File: src/rtl/fb_sched_pkg.sv
// Shared types and helpers for the framebuffer source scheduler.
// Holds the scheduler state encoding and the overlay colour conversion.
package fb_sched_pkg;

    localparam int FB_W_BITS   = 9;
    localparam int FB_H_BITS   = 8;
    localparam int DISP_W_BITS = 11;

    typedef enum logic [1:0] {
        S_GBA    = 2'd0,
        S_TO_OVL = 2'd1,
        S_OVL    = 2'd2,
        S_TO_GBA = 2'd3
    } sched_state_t;

    // BGR5 {x,B,G,R} widened to RGB6 by a zero LSB per channel
    function automatic logic [17:0] bgr5_to_rgb6(input logic [15:0] c);
        return {c[4:0], 1'b0, c[9:5], 1'b0, c[14:10], 1'b0};
    endfunction

endpackage

File: src/rtl/ovl_scan_gen.sv
// Overlay raster walker: per-pixel cycle counter plus x/y scan position.
// Emits sample, write and frame-start strobes while enabled.
module ovl_scan_gen #(
    parameter int W       = 256,
    parameter int H       = 224,
    parameter int PIX_CYC = 16
) (
    input  logic       clk,
    input  logic       resetn,
    input  logic       en,
    input  logic       restart,
    output logic [7:0] x,
    output logic [7:0] y,
    output logic       we,
    output logic       sample,
    output logic       vsync,
    output logic       frame_end
);

    localparam int CW = $clog2(PIX_CYC);
    localparam logic [CW-1:0] C_LAST = CW'(PIX_CYC - 1);
    localparam logic [CW-1:0] C_SAMP = CW'(PIX_CYC - 6);
    localparam logic [7:0] X_LAST = 8'(W - 1);
    localparam logic [7:0] Y_LAST = 8'(H - 1);

    logic [CW-1:0] cnt;

    assign we        = en && (cnt == C_LAST);
    assign sample    = en && (cnt == C_SAMP);
    assign vsync     = en && (cnt == '0) && (x == 8'd0) && (y == 8'd0);
    assign frame_end = we && (x == X_LAST) && (y == Y_LAST);

    always_ff @(posedge clk or negedge resetn) begin
        if (!resetn) begin
            cnt <= '0;
            x   <= '0;
            y   <= '0;
        end else if (restart) begin
            cnt <= '0;
            x   <= '0;
            y   <= '0;
        end else if (en) begin
            cnt <= (cnt == C_LAST) ? '0 : cnt + 1'b1;
            if (we) begin
                if (x == X_LAST) begin
                    x <= '0;
                    y <= (y == Y_LAST) ? '0 : y + 8'd1;
                end else begin
                    x <= x + 8'd1;
                end
            end
        end
    end

endmodule

File: src/rtl/fb_source_sched.sv
// Owns the framebuffer write port, switching between GBA and overlay
// sources on frame boundaries (or timeout) and driving geometry config.
module fb_source_sched
    import fb_sched_pkg::*;
#(
    parameter int GBA_W       = 240,
    parameter int GBA_H       = 160,
    parameter int OVL_W       = 256,
    parameter int OVL_H       = 224,
    parameter int OVL_PIX_CYC = 16,
    parameter int GBA_DISP_W  = 1080,
    parameter int OVL_DISP_W  = 960,
    parameter int SW_TIMEOUT  = 1048576
) (
    input  logic                   clk,
    input  logic                   resetn,
    input  logic                   overlay_req,
    input  logic                   freeze,
    input  logic [17:0]            gba_data,
    input  logic [7:0]             gba_x,
    input  logic [7:0]             gba_y,
    input  logic                   gba_we,
    output logic [7:0]             ovl_x,
    output logic [7:0]             ovl_y,
    input  logic [15:0]            ovl_color,
    output logic                   mode,
    output logic                   switch_pending,
    output logic [FB_W_BITS-1:0]   fb_width,
    output logic [FB_H_BITS-1:0]   fb_height,
    output logic [DISP_W_BITS-1:0] disp_width,
    output logic                   fb_vsync,
    output logic                   fb_we,
    output logic [17:0]            fb_data
);

    localparam int TW = $clog2(SW_TIMEOUT);
    localparam logic [TW-1:0] T_LAST = TW'(SW_TIMEOUT - 1);

    sched_state_t state, state_nx;
    logic [TW-1:0] to_cnt;
    logic ovl_mode, gba_end, ovl_end, timed_out;
    logic ovl_en, restart;
    logic s_we, s_sample, s_vsync;
    logic gba_vs_pend, entry_vs_pend;

    assign ovl_mode       = (state == S_OVL) || (state == S_TO_GBA);
    assign switch_pending = (state == S_TO_OVL) || (state == S_TO_GBA);
    assign mode           = ovl_mode;

    assign fb_width   = ovl_mode ? FB_W_BITS'(OVL_W) : FB_W_BITS'(GBA_W);
    assign fb_height  = ovl_mode ? FB_H_BITS'(OVL_H) : FB_H_BITS'(GBA_H);
    assign disp_width = ovl_mode ? DISP_W_BITS'(OVL_DISP_W)
                                 : DISP_W_BITS'(GBA_DISP_W);

    assign gba_end = !freeze && !ovl_mode && gba_we
                   && (gba_x == 8'(GBA_W - 1))
                   && (gba_y == 8'(GBA_H - 1));
    assign timed_out = (to_cnt == T_LAST);
    assign ovl_en    = ovl_mode && !freeze;
    assign restart   = (state == S_TO_OVL) && (state_nx == S_OVL);

    ovl_scan_gen #(
        .W       (OVL_W),
        .H       (OVL_H),
        .PIX_CYC (OVL_PIX_CYC)
    ) u_scan (
        .clk       (clk),
        .resetn    (resetn),
        .en        (ovl_en),
        .restart   (restart),
        .x         (ovl_x),
        .y         (ovl_y),
        .we        (s_we),
        .sample    (s_sample),
        .vsync     (s_vsync),
        .frame_end (ovl_end)
    );

    // A request returning to the origin value cancels before any boundary
    always_comb begin
        state_nx = state;
        if (!freeze) begin
            unique case (state)
                S_GBA:    if (overlay_req) state_nx = S_TO_OVL;
                S_TO_OVL: begin
                    if (!overlay_req)               state_nx = S_GBA;
                    else if (gba_end || timed_out)  state_nx = S_OVL;
                end
                S_OVL:    if (!overlay_req) state_nx = S_TO_GBA;
                S_TO_GBA: begin
                    if (overlay_req)                state_nx = S_OVL;
                    else if (ovl_end || timed_out)  state_nx = S_GBA;
                end
                default:  state_nx = S_GBA;
            endcase
        end
    end

    always_ff @(posedge clk or negedge resetn) begin
        if (!resetn) begin
            state         <= S_GBA;
            to_cnt        <= '0;
            gba_vs_pend   <= 1'b0;
            entry_vs_pend <= 1'b0;
            fb_vsync      <= 1'b0;
            fb_we         <= 1'b0;
            fb_data       <= '0;
        end else begin
            state <= state_nx;
            if (!freeze) begin
                if (switch_pending && (state_nx == state))
                    to_cnt <= to_cnt + 1'b1;
                else
                    to_cnt <= '0;
            end
            gba_vs_pend   <= gba_end;
            entry_vs_pend <= (state == S_TO_GBA) && (state_nx == S_GBA);
            fb_vsync <= !freeze && (gba_vs_pend || entry_vs_pend || s_vsync);
            if (ovl_mode) begin
                fb_we <= s_we;
                if (s_sample) fb_data <= bgr5_to_rgb6(ovl_color);
            end else begin
                fb_we <= gba_we && !freeze;
                if (gba_we && !freeze) fb_data <= gba_data;
            end
        end
    end

endmodule
File: config.mk
export PLATFORM = sky130hd
export DESIGN_NAME = fb_source_sched
export DESIGN_NICKNAME = d
export VERILOG_FILES = /design/src/rtl/fb_sched_pkg.sv /design/src/rtl/ovl_scan_gen.sv /design/src/rtl/fb_source_sched.sv
export SDC_FILE = /design/constraint.sdc
export NUM_CORES = 1
export LEC_CHECK = 0
export ABC_AREA = 1
export ABC_CLOCK_PERIOD_IN_PS = 2300
export CAP_MARGIN = 5
export CORE_UTILIZATION = 38
export DETAILED_ROUTE_END_ITERATION = 12
export HOLD_SLACK_MARGIN = 0.05
export PLACE_DENSITY = 0.67
export RECOVER_POWER = 100
export SLEW_MARGIN = 30
export SYNTH_ARGS = -nofsm -noshare
export SYNTH_HDL_FRONTEND = slang
export SYNTH_SLANG_ARGS = --single-unit
File: constraint.sdc
create_clock -name clk -period 2.3 [get_ports clk]
set_input_delay 0.345 -clock clk [delete_from_list [all_inputs] [get_ports clk]]
set_output_delay 0.345 -clock clk [all_outputs]
set_load 0.03 [all_outputs]
# == Yosys cells after proc, flatten, opt, wreduce, memory -nomap -nowiden ==
# Index checks and enable logic that the tools add are counted.
# totals
input_bits,55
reg_bits,64
out_inout_bits,66
word_cells,92
# op_classes
addsub,4
n_reduce_logical,37
muxes,28
n_eq_ne,13
# op_table
operator,n
$mux 8,9
$mux 18,3
$eq 8x8->1 const B,4
$add 20x1->20 const B,1
$eq 20x20->1 const B,1
$mux 20,1
$logic_and 1x1->1,17
$add 8x1->8 const B,2
$logic_not 8->1,2
$mux 2,7
$mux 4,3
$mux 11,1
$mux 9,1
$eq 4x4->1 const B,2
$pmux 2 s4,1
$reduce_bool 2->1,4
$mux 7,1
$eq 2x2->1 const B,3
$logic_or 1x1->1,6
$add 4x1->4 const B,1
$logic_not 2->1,2
$logic_not 4->1,1
$reduce_and 2->1,2
$reduce_and 3->1,1
5 further kinds,6

# == Longest topological paths before layout ==
# Gate-level depths: netlist of the first run.
# depth
depth_word,16
ltp_mapped,13
ltp_nobuf,12

# == Cells and area by module ==
# A second synthesis of the first run with hierarchy kept.
# unflattened
cells_unflattened,572
hier_area_um2,4121.5
# modules_own_cells
module,seq_area_each_um2,cells_per_inst,area_each_um2,n_inst
fb_source_sched,1101.1,371,2745.1,1
ovl_scan_gen,500.5,201,1376.3,1

# == Worst setup path before layout of the first run ==
# Ideal clock, no wire load.
# synth_timing
path_type,flip-flop to output port
from,register state[1]
to,output disp_width[10]
required_time_ns,1.955
path_stages_with_launch,5
setup_slack_ns,0.289
path_buffers,3
arrival_ns,1.666
path_cell_list,dfrtp_1 > inv_2 > clkbuf_1 > clkbuf_1 > buf_4
# synth_between
elab_chain_cells,3
word_cells_on_any_way,4
classes_between,eq/ne (2); mux (1); reduce/logical (1)
# synth_lines
item,line_no,text
from (decl),fb_source_sched.sv:39,"sched_state_t state, state_nx;"
from (signal assigned),fb_source_sched.sv:109,state <= state_nx;
$eq 2x2->1,fb_source_sched.sv:46,assign ovl_mode = (state == S_OVL) || (state == S_TO_GBA);
$logic_or 1x1->1 (*),fb_source_sched.sv:46,
$mux 11 (*),fb_source_sched.sv:52,assign disp_width = ovl_mode ? DISP_W_BITS'(OVL_DISP_W)
to (decl),fb_source_sched.sv:30,"output logic [DISP_W_BITS-1:0] disp_width,"
# Mark *: on every way between the ends. The rest lies on a longest branch, timed or not.

# == Worst setup path in the final report of the first run ==
# Ends and elaborated chain as after synthesis.

==> results of run 1 <==
[layout make-up]
| class | count | area (um^2) | share of cell area, % |
|---|---|---|---|
| tap | 133 | 166 | 3.21 |
| multi-input combinational | 359 | 1810 | 34.8 |
| clock inverter | 5 | 86.3 | 1.67 |
| sequential | 64 | 1600 | 30.9 |
| inverter | 56 | 210 | 4.06 |
| timing repair buffer | 120 | 1160 | 22.4 |
| clock buffer | 11 | 151 | 2.92 |
[worst register-to-register path: stages, from the launching register on]
cell and delay, ns:
dfrtp_1 0.47, ha_1 0.21, inv_1 0.07, nor2_2 0.14
nand2_1 0.17, nor2_4 0.14, nand2_2 0.08, a21boi_1 0.31
clkbuf_1 0.30, nor2_1 0.08
[state kept, by name, indices dropped and copies added, names as in the netlist]
name           cells
u_scan.x           8
fb_vsync           1
state              2
u_scan.y           8
fb_we              1
to_cnt            20
entry_vs_pend      1
gba_vs_pend        1
u_scan.cnt         4
fb_data           18
[per-stage QoR]
stage	cell area, um^2	hold slack [ns]	setup slack (ns)
after floorplan	3940	0.0494	0.289
after global placement	4980	0.390	0.173
after detailed placement	4980	0.392	0.154
after CTS	5230	0.518	0.0926
after global routing	5180	0.543	0.0407
final	5180	0.519	0.162
[worst max-delay path by stage]
stage / startpoint / endpoint / slack [ns] / cells after the start
2_1_floorplan: state[1] / disp_width[10] / 0.29 / 4
3_5_place_dp: freeze / state[0] / 0.15 / 12
6_report: state[1] / disp_width[10] / 0.16 / 2
3_3_place_gp: freeze / state[0] / 0.17 / 12
4_1_cts: state[1] / disp_width[10] / 0.09 / 2
5_1_grt: to_cnt[0] / u_scan.x[3] / 0.04 / 9
[layout by cell type, fill, tap and decap left out, types with 2 or more instances in the layout]
cell and n:
dlygate4sd3_1 45, buf_4 9, inv_2 3, ha_1 8
clkbuf_1 2, clkdlybuf4s50_1 60, nand2_2 2, xnor2_1 8
nand2_1 134, nor3b_1 2, conb_1 14, a31oi_1 15
xor2_1 15, bufinv_16 2, a21oi_1 6, nand3_1 24
nor2_2 2, dfrtp_1 64, inv_1 53, a211oi_1 2
clkbuf_8 11, nor2_1 61, o21ai_0 13, nand4_1 30
nor4_1 3, nor3_1 9, o22ai_1 2, inv_6 2
buf_2 2
[power by group]
group | leakage [nW] | internal [mW] | switching (mW)
Sequential | 0.813 | 1.27 | 0.118
Combinational | 1.59 | 0.393 | 0.598
Clock | 0.121 | 0.679 | 0.476
Total | 2.52 | 2.34 | 1.19
[repair_timing]
item / in CTS / in global routing
buffers inserted: 0 / 0
hold buffers: 1 / 0
endpoints found under the hold margin: 64 / 0
[logic make-up after synthesis]
group           Yosys count  synth area share [%]
compound gates           42                  6.75
xor+xnor                 23                  5.17
fa+ha+maj                 8                  2.57
buf+inv                 102                  13.0
flops                    64                  41.1
other cells               2                 0.193
simple gates            272                  31.2
[layer usage]
metal | vias to the layer above | share of wire [%] | GRT usage (%)
met3 | 4 | 6.6 | 5.31
met4 | 0 | 0.49 | 6.28
li1 | 1809 | - | -
met5 | - | 0 | 0
met1 | 1619 | 46 | 23.4
met2 | 116 | 47 | 30.7
==> impl_results.md, run 1 <==
* Seq/Total Area, Yosys at 41.1%
* Power per cell area at slightly below 700 nW/um^2
* Endpoint class of the critical path: primary output
* Largest cells by area after synthesis: dfrtp_1 41%, nand2_1 13%, nor2_1 5.8%
* Vias in the first global route at 3350
* Final period util at between 90% and 100%
* TritonCTS buffer count at 9
* Die Y-Extent at 103 um
* Largest net degree at the start of global routing at 65
* R2r worst-path depth at 9
* First-pass detailed-route iteration total at 4
* Clock-pin slew on the worst setup and hold paths at ~0.070 ns
* I/O Pins at around 120
* Core area at 9860 um^2
* Dpl hpwl at approximately 6700 um
* HP Class: register to register
* Buffer and inverter count on the worst path at 2
* Area of the mapped netlist at approximately 4000 um^2
* GRT overflow at 0
* GP Congestion at about 0.86
* N_diodes at 0
* Starting density of the core at about two fifths
* Setup TNS at 0 ns
* CP max stage cell: clkdlybuf4s50_1
* # rows at 36
* First-pass GRT wire length at between 15000 and 20000 um
* Final Hold Fails at 0
* Worst setup path category: register to primary output
* Hold wc startpoint: entry_vs_pend
* R2r setup slk at between 0.2 and 0.25 ns
* Clock sinks at 64
* CP arrival at between 1.5 and 2 ns
* Worst-Margin Slew at 1.43 ns
* Post-synth ARST share at 100%
* Routed Antenna Nets at 0
* Outcome: completed
* P&R area growth vs syn at 33.1%
* Top Family by Delay on Critical Path: buffers and inverters
* Count leader, synth: nand2_1
* FILL cells at 912
* Post-CTS sizing at 0
* Synth top area share at 41.1%
* Final Skew at 0.0118 ns
* Post-Route WL at 9230 um
* Max incr delay on CP at 0.76 ns
* Worst skew pair latency at 0.35 ns
* Post-synth top cells: 133 x nand2_1, 64 x dfrtp_1, 60 x nor2_1
* CTS max path bufs at 2
* Die X at 103 um
* Initial antenna violation count at 0
* DRC at 0
* CP required at 1.96 ns
* RR Startpoint: to_cnt[0]
* Syn_area_per_cell at 7.59 um^2
* Yosys reg bits at 64
* Total power draw at between 3 and 4 mW
* Crit Path Max Fanout at 23
* EDFF count, synth at 0
* Hold EP: fb_vsync
* Worst Hold Depth at 2
* RR Endpoint: u_scan.x[4]
* Drt wl/cell at 12.3 um
* Layout cells sized above 1 at between 6 and 7%
* DIE AREA at 10700 um^2
* Htree depth at 3
* I/O Buffers at 105
* YS warnings at 0
* Fmax at 468 MHz
* VDD IR max at 298 uV
* TritonCTS clock tree: yes
* Critical Path Start Type: register
* Post-Syn Instances at 513
* Leak at around 2.5 nW
* Initial DRC count at roughly 150
* Distinct cells, synth at 36
* Setup violators final at 0
* Slew headroom at 4.74%
* Final Max Slew Viols at 0
* Post-layout minimum cycle time at 2.14 ns
* Placed Instances at 731
* Root buf cell: clkbuf_8
* Vias at 3548
* Layout Cells excl Fill at 748
* Total Routing Usage GR at 18.6%
* Vias per inst at 4.74
* Nets at 673
* Max Cap Violations at 0
* Crit path cell chain: inv_2 -> clkdlybuf4s50_1
* Synth area leader: dfrtp_1
* Unrepaired setup endpoints after global routing: no
* Ys flop type: dfrtp_1
* Final Util at 52.5%
Note: power is estimated with default switching activity, not from simulation.
==> inputs of run 2 (changes only) <==
- REMOVE_ABC_BUFFERS: unset -> 1
==> impl_results.md, run 2 (synthesis gave the netlist of run 1 again) <==
* Vias per inst at around 5
* Largest reg by FF count: to_cnt
* Final Util at between 50% and 60%
* TritonCTS clock tree: yes
* Clock-pin slew on the worst setup and hold paths at about 0.07 ns
* GP Congestion at 0.890
* Post-layout minimum cycle time at 2.14 ns
* Worst setup path category: register to primary output
* Layout cells sized above 1 at 6.83%
* Total Routing Usage GR at between 10% and 20%
* Placed Instances at 731
* Initial antenna violation count at 0
* Htree depth at 3
* TritonCTS buffer count at 9
* Root buf cell: clkbuf_8
* Crit Path Max Fanout at 21
* I/O Pins at ~120
* First-pass GRT wire length at ~15000 um
* Starting density of the core at 39.5%
* Largest net degree at the start of global routing at 65
* Die X at 103 um
* Initial DRC count at between 150 and 200
* Critical Path Start Type: register
* Core area at 9860 um^2
* Min Hold Slack at 0.540 ns
* Top flop regs: to_cnt (20), fb_data (18)
* Final period util at 93.1%
* N_diodes at 0
* P&R area growth vs syn at 33.6%
* Post-CTS sizing at 0
* Nets at 673
* Final Max Slew Viols at 0
* CP required at 1.96 ns
* Power per cell area at 685 nW/um^2
* Endpoint class of the critical path: primary output
* HP Class: register to register
* CP arrival at between 1.5 and 2 ns
* Total power draw at 3.56 mW
* Most common cell after layout, fill and taps aside: nand2_1
* Top Family by Delay on Critical Path: buffers and inverters
* Drt wl/cell at 12.7 um
* Setup violators final at 0
* Crit path cell chain: inv_2 -> clkdlybuf4s50_1
* CTS max path bufs at 2
* Layout Cells excl Fill at between 700 and 800
* Post-Route WL at 9500 um
* Vias at between 3000 and 4000
* Worst-Margin Slew at 1.41 ns
* DIE AREA at ~11000 um^2
* Worst skew pair latency at around 0.34 ns
* VDD IR max at 266 uV
* Routed Antenna Nets at 0
* Outcome: completed
* FILL cells at approximately 900
* Die Y-Extent at 103 um
* Buffer and inverter count on the worst path at 2
* GRT overflow at 0
* Fmax at 467 MHz
* Worst setup margin at 0.158 ns
* Slew headroom at under 10%
* CP max stage cell: clkdlybuf4s50_1
* Vias in the first global route at 3385
* DRC at 0
* Commonest non-fill, non-tap cells in the layout: 133 x nand2_1, 64 x dfrtp_1, 61 x nor2_1
* I/O Buffers at 105
* Unrepaired setup endpoints after global routing: no
* # rows at 36
* Max reg flops at 20
* Dpl hpwl at around 6800 um
* Leak at 2.53 nW
* First-pass detailed-route iteration total at 4
* Clock sinks at 64
* Max incr delay on CP at ~0.75 ns
* Final Hold Fails at 0
* Final Skew at around 0.0088 ns
* Post-Place Worst Slack at 0.120 ns
* Max Cap Violations at 0
==> run 2: power breakdown <==
group	internal (mW)	total, mW	switching [mW]
registers	1.27	1.38	0.112
logic	0.391	0.989	0.598
clock network	0.750	1.19	0.445
==> run 2: stage by stage <==
| stage | TNS [ns] | cell area [um^2] |
|---|---|---|
| 2_1_floorplan | -150.87 | 3640 |
| 3_3_place_gp | 0 | 4980 |
| 3_5_place_dp | 0 | 4980 |
| 4_1_cts | 0 | 5240 |
| 5_1_grt | 0 | 5200 |
| 6_report | 0 | 5200 |
==> run 2: path summary, 6_finish.rpt <==
check                           start       endpoint  slack (ns)  cells after the start
setup / recovery             state[1]  disp_width[3]        0.16                      2
hold / removal             fb_data[0]     fb_data[0]        0.54                      2
setup reg to reg            to_cnt[1]      to_cnt[2]        0.23                     13
hold reg to reg            fb_data[0]     fb_data[0]        0.54                      2
max in group asynchronous      resetn      to_cnt[4]        0.49                      3
min in group asynchronous      resetn    u_scan.y[2]        0.95                      3
==> run 2: cell type report <==
cell class	instances	area, um^2	share of cell area, %
Clock buffer	11	141	2.72
Sequential cell	64	1600	30.8
Timing Repair Buffer	120	1150	22.2
Multi-Input combinational cell	359	1820	35.1
Clock inverter	5	104	2.00
Inverter	56	210	4.04
Tap cell	133	166	3.20
==> run 2: worst min-delay path: cells and delay by family, from the launching register on <==
family	cells	cell delay, ns
AO/OA/AOI/OAI	1	0.07
buffers and inverters	1	0.05
flip-flops	1	0.37
==> run 2: routing by layer <==
metal | global-route usage (%) | routed length, um | up-vias
met1 | 22.6 | 4210 | 1696
li1 | - | - | 1797
met3 | 4.30 | 656 | 10
met2 | 32.6 | 4510 | 133
met4 | 7.37 | 133 | 0
met5 | 0 | 0 | -
==> run 2: what timing repair did <==
item	CTS	global route
endpoints found under the hold margin	64	0
hold buffers	1	0
setup buffers	0	0
